==> src/rtl/seq_divider.sv <==
// rtl/seq_divider.sv - sequential restoring unsigned divider, one quotient bit per clock
//
// Computes dividend / divisor with a start/busy/done handshake.
// A non-zero divide takes N RUN cycles followed by a single DONE cycle.
// A zero divisor skips RUN and completes in one cycle with a saturated quotient.
//
// Ports:
//   clk          clock; all state changes on the rising edge
//   rst          synchronous active-high reset
//   start        request a division; accepted in IDLE or DONE only
//   dividend     N-bit unsigned dividend, sampled on acceptance
//   divisor      N-bit unsigned divisor, sampled on acceptance
//   busy         high while iterating (RUN)
//   done         one-cycle completion pulse (DONE); results valid from this cycle
//   quotient     registered quotient, held until the next completion
//   remainder    registered remainder, held until the next completion
//   div_by_zero  registered flag, set when the accepted divisor was 0

module seq_divider #(
   parameter int N = 4
) (
   input  logic         clk,
   input  logic         rst,
   input  logic         start,
   input  logic [N-1:0] dividend,
   input  logic [N-1:0] divisor,
   output logic         busy,
   output logic         done,
   output logic [N-1:0] quotient,
   output logic [N-1:0] remainder,
   output logic         div_by_zero
);

   localparam int CW = $clog2(N + 1);

   typedef enum logic [1:0] {
      IDLE = 2'd0,
      RUN  = 2'd1,
      DONE = 2'd2
   } state_t;

   state_t state, state_next;

   logic [N:0]    r_q;        // partial remainder
   logic [N-1:0]  q_q;        // dividend shifting out, quotient shifting in
   logic [N-1:0]  d_q;        // latched divisor
   logic [CW-1:0] cnt;        // completed RUN steps

   logic          accept;
   logic          divisor_zero;
   logic          last_step;
   logic [N:0]    shifted;
   logic [N:0]    trial;
   logic          step_ok;
   logic [N:0]    r_next;
   logic [N-1:0]  q_next;

   // One restoring step: shift the next dividend bit into the remainder and
   // try to subtract the divisor; keep the difference only if it did not borrow.
   always_comb begin
      shifted = (r_q << 1) | {{N{1'b0}}, q_q[N-1]};
      trial   = shifted - {1'b0, d_q};
      step_ok = ~trial[N];
      r_next  = step_ok ? trial : shifted;
      q_next  = {q_q[N-2:0], step_ok};
   end

   assign accept       = start && (state != RUN);
   assign divisor_zero = (divisor == '0);
   assign last_step    = (cnt == CW'(N - 1));

   // State register
   always_ff @(posedge clk) begin
      if (rst) begin
         state <= IDLE;
      end else begin
         state <= state_next;
      end
   end

   // Next-state and Moore outputs
   always_comb begin
      state_next = state;
      busy       = 1'b0;
      done       = 1'b0;
      case (state)
         IDLE: begin
            if (accept) begin
               state_next = divisor_zero ? DONE : RUN;
            end
         end
         RUN: begin
            busy = 1'b1;
            if (last_step) begin
               state_next = DONE;
            end
         end
         DONE: begin
            done = 1'b1;
            if (accept) begin
               state_next = divisor_zero ? DONE : RUN;
            end else begin
               state_next = IDLE;
            end
         end
         default: begin
            state_next = IDLE;
         end
      endcase
   end

   // Working registers and result registers. Results only change on a
   // completion, so accepting a non-zero divide leaves the previous answer
   // visible until the new done pulse.
   always_ff @(posedge clk) begin
      if (rst) begin
         r_q         <= '0;
         q_q         <= '0;
         d_q         <= '0;
         cnt         <= '0;
         quotient    <= '0;
         remainder   <= '0;
         div_by_zero <= 1'b0;
      end else if (accept) begin
         r_q <= '0;
         q_q <= dividend;
         d_q <= divisor;
         cnt <= '0;
         if (divisor_zero) begin
            quotient    <= '1;
            remainder   <= dividend;
            div_by_zero <= 1'b1;
         end
      end else if (state == RUN) begin
         r_q <= r_next;
         q_q <= q_next;
         cnt <= cnt + CW'(1);
         if (last_step) begin
            quotient    <= q_next;
            remainder   <= r_next[N-1:0];
            div_by_zero <= 1'b0;
         end
      end
   end

endmodule

==> config.mk <==
export PLATFORM = sky130hd
export DESIGN_NAME = seq_divider
export DESIGN_NICKNAME = d
export VERILOG_FILES = /design/src/rtl/seq_divider.sv
export SDC_FILE = /design/constraint.sdc
export NUM_CORES = 1
export LEC_CHECK = 0
export CAP_MARGIN = 15
export CORE_UTILIZATION = 52
export DETAILED_ROUTE_END_ITERATION = 10
export HOLD_SLACK_MARGIN = 0.02
export PLACE_DENSITY = 0.88
export SLEW_MARGIN = 0
export SYNTH_ARGS = -nofsm -noshare
export SYNTH_HDL_FRONTEND = slang
export SYNTH_SLANG_ARGS = --single-unit
==> constraint.sdc <==
create_clock -name clk -period 2.2 [get_ports clk]
set_input_delay 0.66 -clock clk [delete_from_list [all_inputs] [get_ports clk]]
set_output_delay 0.66 -clock clk [all_outputs]
set_load 0.01 [all_outputs]
* Word level (Yosys, flattened, before mapping)
Index checks and enable logic that the tools add are counted.
** Storage, ports and cells
- Output and inout bits :: 11
- Word-level logic and storage cells :: 49
- Bits of input ports :: 11
- Flip-flop bits (word level) :: 26
** Operators by class
- Add/subtract/negate cells :: 2
- Eq/ne operators :: 7
- Muxes and demuxes :: 22
- Bitwise logic cells :: 2
- Reductions and logical operators :: 8
** Operator list (count)
- 4-bit 2-to-1 mux :: 11
- 2-bit 2-to-1 mux :: 4
- 1-bit 2-to-1 mux :: 6
- 2-bit one-hot mux with 3 select lines :: 1
- 5-bit by 1-bit OR with 5-bit output :: 1
- 5-bit by 4-bit subtractor with 5-bit output :: 1
- 4-bit logical NOT :: 1
- 2-bit by 1-bit inequality test with 1-bit output (second input constant) :: 2
- 2-bit inequality test (second input constant) :: 2
- 2-bit nonzero test :: 2
- 3-bit by 1-bit adder with 3-bit output (second input constant) :: 1
- 3-bit by 2-bit equality test with 1-bit output (second input constant) :: 1
- 3-bit AND reduction :: 1
- 2-bit by 1-bit equality test with 1-bit output (second input constant) :: 1
- 2-bit equality test (second input constant) :: 1
- 2-bit logical NOT :: 1
- 2-bit AND reduction :: 1
- 2-bit OR reduction :: 1
- 1-bit logical AND :: 1
- 1-bit NOT :: 1

* Depth between registers and ports, before layout
Gate-level depths: netlist (run 1).
- Depth in word-level cells :: 6
- Gate-level depth with buffers :: 9
- Mapped depth without buffers :: 9

* Worst setup path before layout (run 1)
OpenSTA, ideal clock, no wires.
- Path type :: reg2reg
- Start point :: register q_q[3]
- End point :: register remainder[3]
- Path slack :: 162 ps
- Period minus slack after synthesis :: 2038 ps
- Setup time :: 127 ps
- Data required time :: 2073 ps
- Buffers on the path :: 0
- Cell stages (with the launch flop) :: 10
- Arrival :: 1911 ps
- Cell sequence :: dfxtp_1 inv_1 ha_1 inv_1 fa_1 and3_1 nor3_2 nor2_2 and3_1 or3_1
** On the way
- Longest elaborated chain between the ends :: 6
** Ends and longest elaborated chain
- start, declared :: line 45 : logic [N-1:0] q_q;
- start signal, assigned :: line 126 : q_q <= dividend;
- start signal, assigned :: line 136 : q_q <= q_next;
- 5-bit by 1-bit OR with 5-bit output :: line 61 : shifted = (r_q << 1) | {{N{1'b0}}, q_q[N-1]};
- 5-bit by 4-bit subtractor with 5-bit output :: line 62 : trial = shifted - {1'b0, d_q};
- 4-bit 2-to-1 mux :: line 64 : r_next = step_ok ? trial : shifted;
- 4-bit 2-to-1 mux :: line 138 : if (last_step) begin
- 4-bit 2-to-1 mux :: line 134 : end else if (state == RUN) begin
- 4-bit 2-to-1 mux :: line 124 : end else if (accept) begin
- end signal, assigned :: line 131 : remainder <= dividend;
- end signal, assigned :: line 140 : remainder <= r_next[N-1:0];
- end, declared :: line 30 : output logic [N-1:0] remainder,
No other way between the ends. The select of a mux whose other input is x is not followed.
A chain may end at the register's enable or synchronous reset.

* Worst setup path in the final report (run 1)
- Start point :: register q_q[3]
- End point :: register remainder[2]
The elaborated chain is that of the path after synthesis.

==> load_flow_metrics.sql, run 1 <==
INSERT INTO impl_metrics (metric_group, metric, value, unit) VALUES
('power_and_ir_drop', 'vdd.ir_drop.worst', '547.2', 'uV'),
('layout', 'design_area', '0.001743', 'mm2'),
('sta', 'timing.slew.headroom', '0.7023', ''),
('power_and_ir_drop', 'power.density', '584.0', 'mW/mm2'),
('logic_synthesis', 'avg_synthesized_cell_area', '8.656', 'um2'),
('grt', 'number_of_global_route_vias_before_repair', '1150', ''),
('floorplanning', 'floorplan.io_pins', '22', ''),
('routing', 'drt_iter0_markers', '47', ''),
('sta', 'worstMarginPinSlew', '446.1', 'ps'),
('sta', 'finClkSkew', '8.281', 'ps'),
('power_and_ir_drop', 'leakagePower', '0.6920', 'nW'),
('sta', 'finalHoldViolCount', '0', ''),
('status', 'outcome', 'finished, final reports clean', ''),
('worst_setup_path', 'worstReg2RegStart', 'q_q[3]$_SDFFE_PP0P_', ''),
('logic_synthesis', 'synth.net_count', '177', ''),
('worst_setup_path', 'startpoint_type', 'flop', ''),
('routing', 'route.detailed.wl_per_inst', '15.13', 'um'),
('placement', 'dp_hpwl', '2391', 'um'),
('routing', 'num_vias', '1296', ''),
('power_and_ir_drop', 'pwr_total', '1.018', 'mW'),
('logic_synthesis', 'cell_type_with_the_largest_total_area_after_synthesis', 'sky130_fd_sc_hd__dfxtp_1', ''),
('floorplanning', 'die_w', '53.45', 'um'),
('worst_setup_path', 'crit_path_top_delay_cell', 'sky130_fd_sc_hd__fa_2', ''),
('worst_setup_path', 'worst_path_cell_chain', 'inv_1 > ha_1 > inv_1 > fa_2 > buf_4 > nand3_2 > a21boi_2 > nor2_2 > buf_4 > mux2i_2 > o22ai_1', ''),
('worst_setup_path', 'startpoint', 'q_q[3]$_SDFFE_PP0P_', ''),
('logic_synthesis', 'primary_flip_flop_cell_chosen_by_synthesis_mapping', 'sky130_fd_sc_hd__dfxtp_1', ''),
('sta', 'period_utilization', '0.9525', ''),
('routing', 'drc_errors', '0', ''),
('layout', 'area_growth', '26.64', '%'),
('grt', 'groute.usage.overall', '0.2448', ''),
('sta', 'finalSetupTns', '0', 'ps'),
('placement', 'pre_cts_slack', '-65.05', 'ps'),
('clock_tree', 'h_tree_depth_reported_by_cts', '1', ''),
('sta', 'setup_ws', '104.6', 'ps'),
('sta', 'finalSetupViolCount', '0', ''),
('floorplanning', 'number_of_placement_rows', '18', ''),
('sta', 'report.final.slew_viol_count', '0', ''),
('logic_synthesis', 'synthesis.area', '0.001376', 'mm2'),
('routing', 'drt_pass1_iterations', '5', ''),
('flow_run', 'max_cap_violations', '0', ''),
('worst_hold_path', 'holdCritStartpoint', 'd_q[3]$_SDFFE_PP0P_', ''),
('worst_hold_path', 'hold_class', 'reg2reg', ''),
('clock_tree', 'clkTransAtPathRegs', '130', 'ps'),
('worst_setup_path', 'crit_arrival', '2310', 'ps'),
('worst_setup_path', 'criticalPathCategory', 'reg2reg', ''),
('logic_synthesis', 'syn_inst', '159', ''),
('logic_synthesis', 'yosysUniqueCellTypes', '45', ''),
('worst_setup_path', 'timing.critical_path.required', '2420', 'ps'),
('layout', 'fillers', '202', ''),
('logic_synthesis', 'synth_sequential_area_ratio', '0.3782', ''),
('layout', 'stdcell_count', '219', ''),
('logic_synthesis', 'yosys-top-cells-area', 'sky130_fd_sc_hd__dfxtp_1 (38%), sky130_fd_sc_hd__nor2_1 (6.5%), sky130_fd_sc_hd__ha_1 (5.5%), sky130_fd_sc_hd__mux2i_1 (5.1%), sky130_fd_sc_hd__a21oi_1 (4.0%)', ''),
('grt', 'grt_pass1_wl', '5016', 'um'),
('clock_tree', 'clockBufferDepth', '2', ''),
('logic_synthesis', 'synth.ff_latch_count', '26', ''),
('layout', 'finish.net_count', '209', ''),
('grt', 'grt_overflow', '0', ''),
('clock_tree', 'cts_inserted_buffers', '3', ''),
('clock_tree', 'cts.root.buffer_cell', 'sky130_fd_sc_hd__clkbuf_4', ''),
('layout', 'antenna_cells_inserted', '0', ''),
('grt', 'number_of_antenna_violations_at_the_first_check_in_global_routing', '0', ''),
('logic_synthesis', 'synth_common_cells', 'sky130_fd_sc_hd__dfxtp_1 (26), sky130_fd_sc_hd__nor2_1 (24), sky130_fd_sc_hd__a21oi_1 (11)', ''),
('floorplanning', 'initial_core_util', '0.5506', ''),
('worst_setup_path', 'kind_of_end_point_of_the_critical_path', 'flop', ''),
('placement', 'placement.cell_area', '0.001664', 'mm2'),
('logic_synthesis', 'synth-async-reset-ratio', '0', ''),
('floorplanning', 'floorplan.die.height', '53.45', 'um'),
('logic_synthesis', 'synth-warning-count', '0', ''),
('clock_tree', 'cts_num_sinks', '26', ''),
('grt', 'maximum_number_of_pins_on_one_net_before_global_route_repair', '16', ''),
('worst_setup_path', 'worstPathMaxFanout', '4', '');
==> logic make-up (layout without fill, tap and decap cells) <==
| family | after synthesis | in the layout | synth area share |
|---|---|---|---|
| compound gates | 38 | 38 | 0.1927 |
| buf+inv | 17 | 47 | 0.05818 |
| fa+ha+maj | 7 | 7 | 0.06909 |
| xor+xnor | 3 | 3 | 0.01909 |
| flops | 26 | 26 | 0.3782 |
| simple gates | 61 | 61 | 0.2318 |
| mux | 7 | 7 | 0.05091 |
==> final cells by class <==
cell class / instances / area, um2 / area share
clock buffers: 3 / 22.52 / 0.01292
inverters: 10 / 37.54 / 0.02154
multi-input cells: 116 / 817.0 / 0.4688
flip-flops and latches: 26 / 520.5 / 0.2986
well taps: 30 / 37.54 / 0.02154
repair buffers: 34 / 307.8 / 0.1766
==> where the power goes <==
group / internal (mW) / switching, mW / leakage, nW
logic: 0.143 / 0.160 / 0.466
clock network: 0.0643 / 0.135 / 0.0138
registers: 0.495 / 0.0204 / 0.212
==> layer usage <==
layer | up-vias | global-route usage | wire length [um]
li1 | 632 | - | -
met2 | 55 | 0.4250 | 1643
met4 | 0 | 0.04386 | 45
met1 | 602 | 0.3089 | 1418
met5 | - | 0 | 0
met3 | 7 | 0.05172 | 206
==> critical path: cells and delay by family, from the launching register on <==
family | cells | cell delay [ps]
compound gates | 2 | 210
mux | 1 | 250
fa+ha+maj | 2 | 540
buf+inv | 4 | 430
flops | 1 | 340
simple gates | 2 | 220
==> sequential cells by signal, indices dropped and copies added (netlist names) <==
signal / flops
q_q: 4
quotient: 4
div_by_zero: 1
state: 2
r_q: 4
remainder: 4
d_q: 4
cnt: 3
==> what timing repair did <==
action,in CTS,in global routing
pin swaps,0,3
resized for setup,1,8
endpoints found under the setup margin,1,4
buffers inserted,0,2
hold buffers,0,0
cloned,0,0
==> worst paths after layout <==
kind	cells past startpoint	slack (ps)	to
max	11	100	remainder[2]$_SDFFE_PP0P_
min	2	500	d_q[3]$_SDFFE_PP0P_
max reg2reg	11	100	remainder[2]$_SDFFE_PP0P_
min reg2reg	2	500	d_q[3]$_SDFFE_PP0P_
==> placed cells by master, fill, tap and decap left out, types with 2 or more instances in the layout <==
master and instances:
sky130_fd_sc_hd__nand2b_1 4, sky130_fd_sc_hd__nand3b_1 2, sky130_fd_sc_hd__ha_1 6, sky130_fd_sc_hd__a211oi_1 5
sky130_fd_sc_hd__nand2_1 7, sky130_fd_sc_hd__clkbuf_4 3, sky130_fd_sc_hd__clkdlybuf4s50_1 21, sky130_fd_sc_hd__a22oi_1 4
sky130_fd_sc_hd__mux2i_1 6, sky130_fd_sc_hd__nor2_2 2, sky130_fd_sc_hd__inv_1 10, sky130_fd_sc_hd__nor3_1 6
sky130_fd_sc_hd__buf_4 13, sky130_fd_sc_hd__and3_1 3, sky130_fd_sc_hd__nand3_1 3, sky130_fd_sc_hd__dfxtp_1 26
sky130_fd_sc_hd__o21ai_0 3, sky130_fd_sc_hd__a21oi_1 11, sky130_fd_sc_hd__xnor2_1 2, sky130_fd_sc_hd__nor2_1 24
Note: power is estimated with default switching activity, not from simulation.
==> run 2, diff against run 1 <==
Settings changed: ABC_AREA from default to 1.
==> load_flow_metrics.sql, run 2 <==
INSERT INTO impl_metrics (metric_group, metric, value, unit) VALUES
('logic_synthesis', 'synth-warning-count', '0', ''),
('clock_tree', 'insertion_delay', '330', 'ps'),
('clock_tree', 'clock_tree_from_tritoncts', 'done', ''),
('clock_tree', 'cts_setup_buffers', '0', ''),
('worst_setup_path', 'ff2ff_path_depth', '12', ''),
('logic_synthesis', 'synth-async-reset-ratio', '0', ''),
('grt', 'maximum_number_of_pins_on_one_net_before_global_route_repair', '16', ''),
('layout', 'finish.net_count', '233', ''),
('power_and_ir_drop', 'power.density', '670.9', 'mW/mm2'),
('sta', 'finalHoldViolCount', '0', ''),
('power_and_ir_drop', 'pwr-share-seq', '0.453', ''),
('placement', 'placed_cells_incl_taps', '240', ''),
('layout', 'mostFrequentLayoutCells', 'sky130_fd_sc_hd__nand2_1 (38), sky130_fd_sc_hd__inv_1 (31), sky130_fd_sc_hd__dfxtp_1 (26)', ''),
('logic_synthesis', 'synth-edff-count', '0', ''),
('routing', 'routed_wl', '2759', 'um'),
('worst_setup_path', 'crit_arrival', '1410', 'ps'),
('sta', 'fin_hold_ws', '476.7', 'ps'),
('clock_tree', 'clockBufferDepth', '2', ''),
('logic_synthesis', 'yosys-top-cells-area', 'sky130_fd_sc_hd__dfxtp_1 (37%), sky130_fd_sc_hd__nand2_1 (10%), sky130_fd_sc_hd__inv_1 (8.2%), sky130_fd_sc_hd__a21oi_1 (6.4%), sky130_fd_sc_hd__ha_1 (5.3%)', ''),
('floorplanning', 'core', '0.002522', 'mm2'),
('worst_setup_path', 'worst_setup_path_endpoint', 'done', ''),
('status', 'outcome', 'finished, final reports clean', ''),
('power_and_ir_drop', 'pwr-share-comb', '0.256', ''),
('power_and_ir_drop', 'vdd.ir_drop.worst', '593.5', 'uV'),
('routing', 'route.detailed.wl_per_inst', '11.31', 'um'),
('routing', 'drt_pass1_iterations', '4', ''),
('logic_synthesis', 'fraction_of_synthesized_area_in_multiplexers', '0', ''),
('worst_setup_path', 'crit-reg2reg-capture', 'r_q[0]$_SDFFE_PP0P_', ''),
('worst_setup_path', 'worstReg2RegStart', 'q_q[3]$_SDFFE_PP0P_', ''),
('clock_tree', 'clkTransAtPathRegs', '130', 'ps'),
('worst_setup_path', 'criticalPathCategory', 'reg2out', ''),
('logic_synthesis', 'primary_flip_flop_cell_chosen_by_synthesis_mapping', 'sky130_fd_sc_hd__dfxtp_1', ''),
('sta', 'fmaxAchievable', '484.1', 'MHz'),
('layout', 'antenna_cells_inserted', '0', ''),
('routing', 'vias_per_cell', '5.143', ''),
('worst_hold_path', 'hold_class', 'reg2reg', ''),
('logic_synthesis', 'yosysTopAreaCellShare', '0.3688', ''),
('grt', 'grt_overflow', '0', ''),
('sta', 'period_utilization', '0.9389', ''),
('sta', 'finalSetupViolCount', '0', ''),
('logic_synthesis', 'avg_synthesized_cell_area', '7.389', 'um2'),
('clock_tree', 'resize_count_post_cts', '0', ''),
('floorplanning', 'number_of_placement_rows', '18', ''),
('worst_setup_path', 'timing.critical_path.required', '1540', 'ps'),
('sta', 'worstMarginPinSlew', '294.7', 'ps'),
('grt', 'number_of_global_route_vias_before_repair', '967', ''),
('floorplanning', 'initial_core_util', '0.5595', ''),
('logic_synthesis', 'synth.net_count', '209', ''),
('logic_synthesis', 'synth_most_common_cell', 'sky130_fd_sc_hd__nand2_1', ''),
('routing', 'drt_iter0_markers', '47', ''),
('worst_setup_path', 'kind_of_end_point_of_the_critical_path', 'primary output', ''),
('worst_setup_path', 'startpoint', 'state[1]$_SDFFE_PP0P_', ''),
('logic_synthesis', 'synthesis.area', '0.001411', 'mm2'),
('logic_synthesis', 'post_synth_xor_area_fraction', '0.01241', ''),
('floorplanning', 'floorplan.die.height', '54.10', 'um'),
('worst_setup_path', 'startpoint_type', 'flop', ''),
('logic_synthesis', 'synth_compound_area_frac', '0.1463', ''),
('worst_setup_path', 'r2r_slack', '240', 'ps'),
('logic_synthesis', 'synth_sequential_area_ratio', '0.3688', ''),
('floorplanning', 'floorplan.io_pins', '22', ''),
('logic_synthesis', 'syn_inst', '191', ''),
('logic_synthesis', 'synth-simple-area-share', '0.2704', ''),
('sta', 'finalSetupTns', '0', 'ps'),
('placement', 'place.gp.congestion', '0.8393', ''),
('floorplanning', 'design.die.area', '0.002926', 'mm2'),
('grt', 'groute.usage.overall', '0.1995', ''),
('power_and_ir_drop', 'power.share.switching', '0.2938', ''),
('layout', 'area_growth', '18.79', '%'),
('power_and_ir_drop', 'pwr_total', '1.125', 'mW'),
('routing', 'num_vias', '1255', ''),
('layout', 'fillers', '206', ''),
('sta', 'rsz0062_at_grt', 'no', ''),
('sta', 'timing.slew.headroom', '0.8033', ''),
('placement', 'port_buffers', '21', ''),
('grt', 'number_of_antenna_violations_at_the_first_check_in_global_routing', '0', ''),
('logic_synthesis', 'yosys.area_share.adder', '0.06738', ''),
('logic_synthesis', 'synth_common_cells', 'sky130_fd_sc_hd__nand2_1 (38), sky130_fd_sc_hd__inv_1 (31), sky130_fd_sc_hd__dfxtp_1 (26)', ''),
('layout', 'drive_above_1_share', '0.09346', ''),
('clock_tree', 'cts.root.buffer_cell', 'sky130_fd_sc_hd__clkbuf_4', ''),
('power_and_ir_drop', 'total_switching_power', '0.3305', 'mW'),
('logic_synthesis', 'synth.ff_latch_count', '26', ''),
('sta', 'finClkSkew', '10.76', 'ps'),
('layout', 'stdcell_count', '244', ''),
('layout', 'final_core_util', '0.6647', ''),
('logic_synthesis', 'cell_type_with_the_largest_total_area_after_synthesis', 'sky130_fd_sc_hd__dfxtp_1', ''),
('power_and_ir_drop', 'power.clock.fraction', '0.291', ''),
('flow_run', 'max_cap_violations', '0', ''),
('clock_tree', 'cts-hold-fix-buffers', '0', ''),
('worst_setup_path', 'worstPathMaxFanout', '3', ''),
('placement', 'dp_hpwl', '2092', 'um'),
('sta', 'layout_min_cycle_time', '2066', 'ps'),
('clock_tree', 'h_tree_depth_reported_by_cts', '1', ''),
('routing', 'drt.antenna.violating_nets', '0', ''),
('worst_hold_path', 'timing.hold.worst_path_depth', '2', ''),
('logic_synthesis', 'yosysUniqueCellTypes', '28', ''),
('clock_tree', 'cts_num_sinks', '26', ''),
('clock_tree', 'cts_inserted_buffers', '3', ''),
('sta', 'report.final.slew_viol_count', '0', ''),
('logic_synthesis', 'synth_top_family_by_area', 'simple AND/OR/NAND/NOR gates', ''),
('floorplanning', 'die_w', '54.10', 'um'),
('grt', 'grt_pass1_wl', '4153', 'um'),
('power_and_ir_drop', 'leakagePower', '0.7947', 'nW'),
('routing', 'drc_errors', '0', ''),
('layout', 'most_common_library_cell_in_the_layout_ignoring_fill_and_taps', 'sky130_fd_sc_hd__nand2_1', ''),
('power_and_ir_drop', 'p_int', '0.7943', 'mW');
==> run 2: cell count changes in the layout (fill, tap and decap cells not counted), sizes merged, moves of 9 or more <==
| cell | change |
|---|---|
| inv | +24 |
| o21ai | +12 |
| nand2 | +34 |
| nand3 | +11 |
| buf | -11 |
| nor2 | -9 |
==> run 2: critical path, cell delays in order, from the launching register on <==
cell	delay (ps)
sky130_fd_sc_hd__dfxtp_1	410
sky130_fd_sc_hd__inv_1	60
sky130_fd_sc_hd__nor2_1	90
sky130_fd_sc_hd__clkdlybuf4s50_1	540
==> run 2: how the worst min path moves through the flow <==
stage                     slack (ps)                        to                     start
final                            480       cnt[2]$_SDFFE_PP0P_       cnt[2]$_SDFFE_PP0P_
after detailed placement         460       cnt[2]$_SDFFE_PP0P_       cnt[2]$_SDFFE_PP0P_
after global routing             500       cnt[2]$_SDFFE_PP0P_       cnt[2]$_SDFFE_PP0P_
after floorplan                  430       d_q[2]$_SDFFE_PP0P_       d_q[2]$_SDFFE_PP0P_
after global placement           450  div_by_zero$_SDFFE_PP0P_  div_by_zero$_SDFFE_PP0P_
after CTS                        480       cnt[2]$_SDFFE_PP0P_       cnt[2]$_SDFFE_PP0P_
==> run 2: cell families (layout without fill, tap and decap cells) <==
kind of cell	Yosys count	in the layout
flops	26	26
fa+ha+maj	7	7
xor+xnor	2	2
buf+inv	39	62
compound gates	38	38
simple gates	79	79
==> run 2: power groups by stage <==
| stage | Clock (mW) | Combinational (mW) | Sequential (mW) |
|---|---|---|---|
| 3_3_place_gp | 0 | 0.278 | 0.519 |
| 3_5_place_dp | 0 | 0.281 | 0.520 |
| 5_1_grt | 0.349 | 0.324 | 0.512 |
| 4_1_cts | 0.333 | 0.285 | 0.510 |
| 6_report | 0.327 | 0.288 | 0.509 |
| 2_1_floorplan | 0 | 0.220 | 0.519 |
==> run 2: cell type report <==
cell class | instances | area [um2] | area share
Multi-Input combinational cell | 126 | 700.7 | 0.4179
Sequential cell | 26 | 520.5 | 0.3104
Timing Repair Buffer | 23 | 225.2 | 0.1343
Inverter | 35 | 140.1 | 0.08358
Tap cell | 30 | 37.54 | 0.02239
Clock inverter | 1 | 30.03 | 0.01791
Clock buffer | 3 | 22.52 | 0.01343
==> run 2: per-layer routing <==
metal,track usage,wire length (um),share of wire,vias to the layer above
met4,0.08547,37,0.013,0
met3,0.04237,121,0.044,6
met1,0.2606,1309,0.47,560
met2,0.3148,1291,0.47,34
li1,-,-,-,655
met5,0,0,0,-
==> run 2: per-stage QoR <==
step                setup slack [ps]  cell area, um2
floorplan                      523.4            1411
global placement               196.0            1624
detailed placement             183.5            1624
CTS                            110.6            1677
global route                   50.77            1677
finish                         134.4            1677
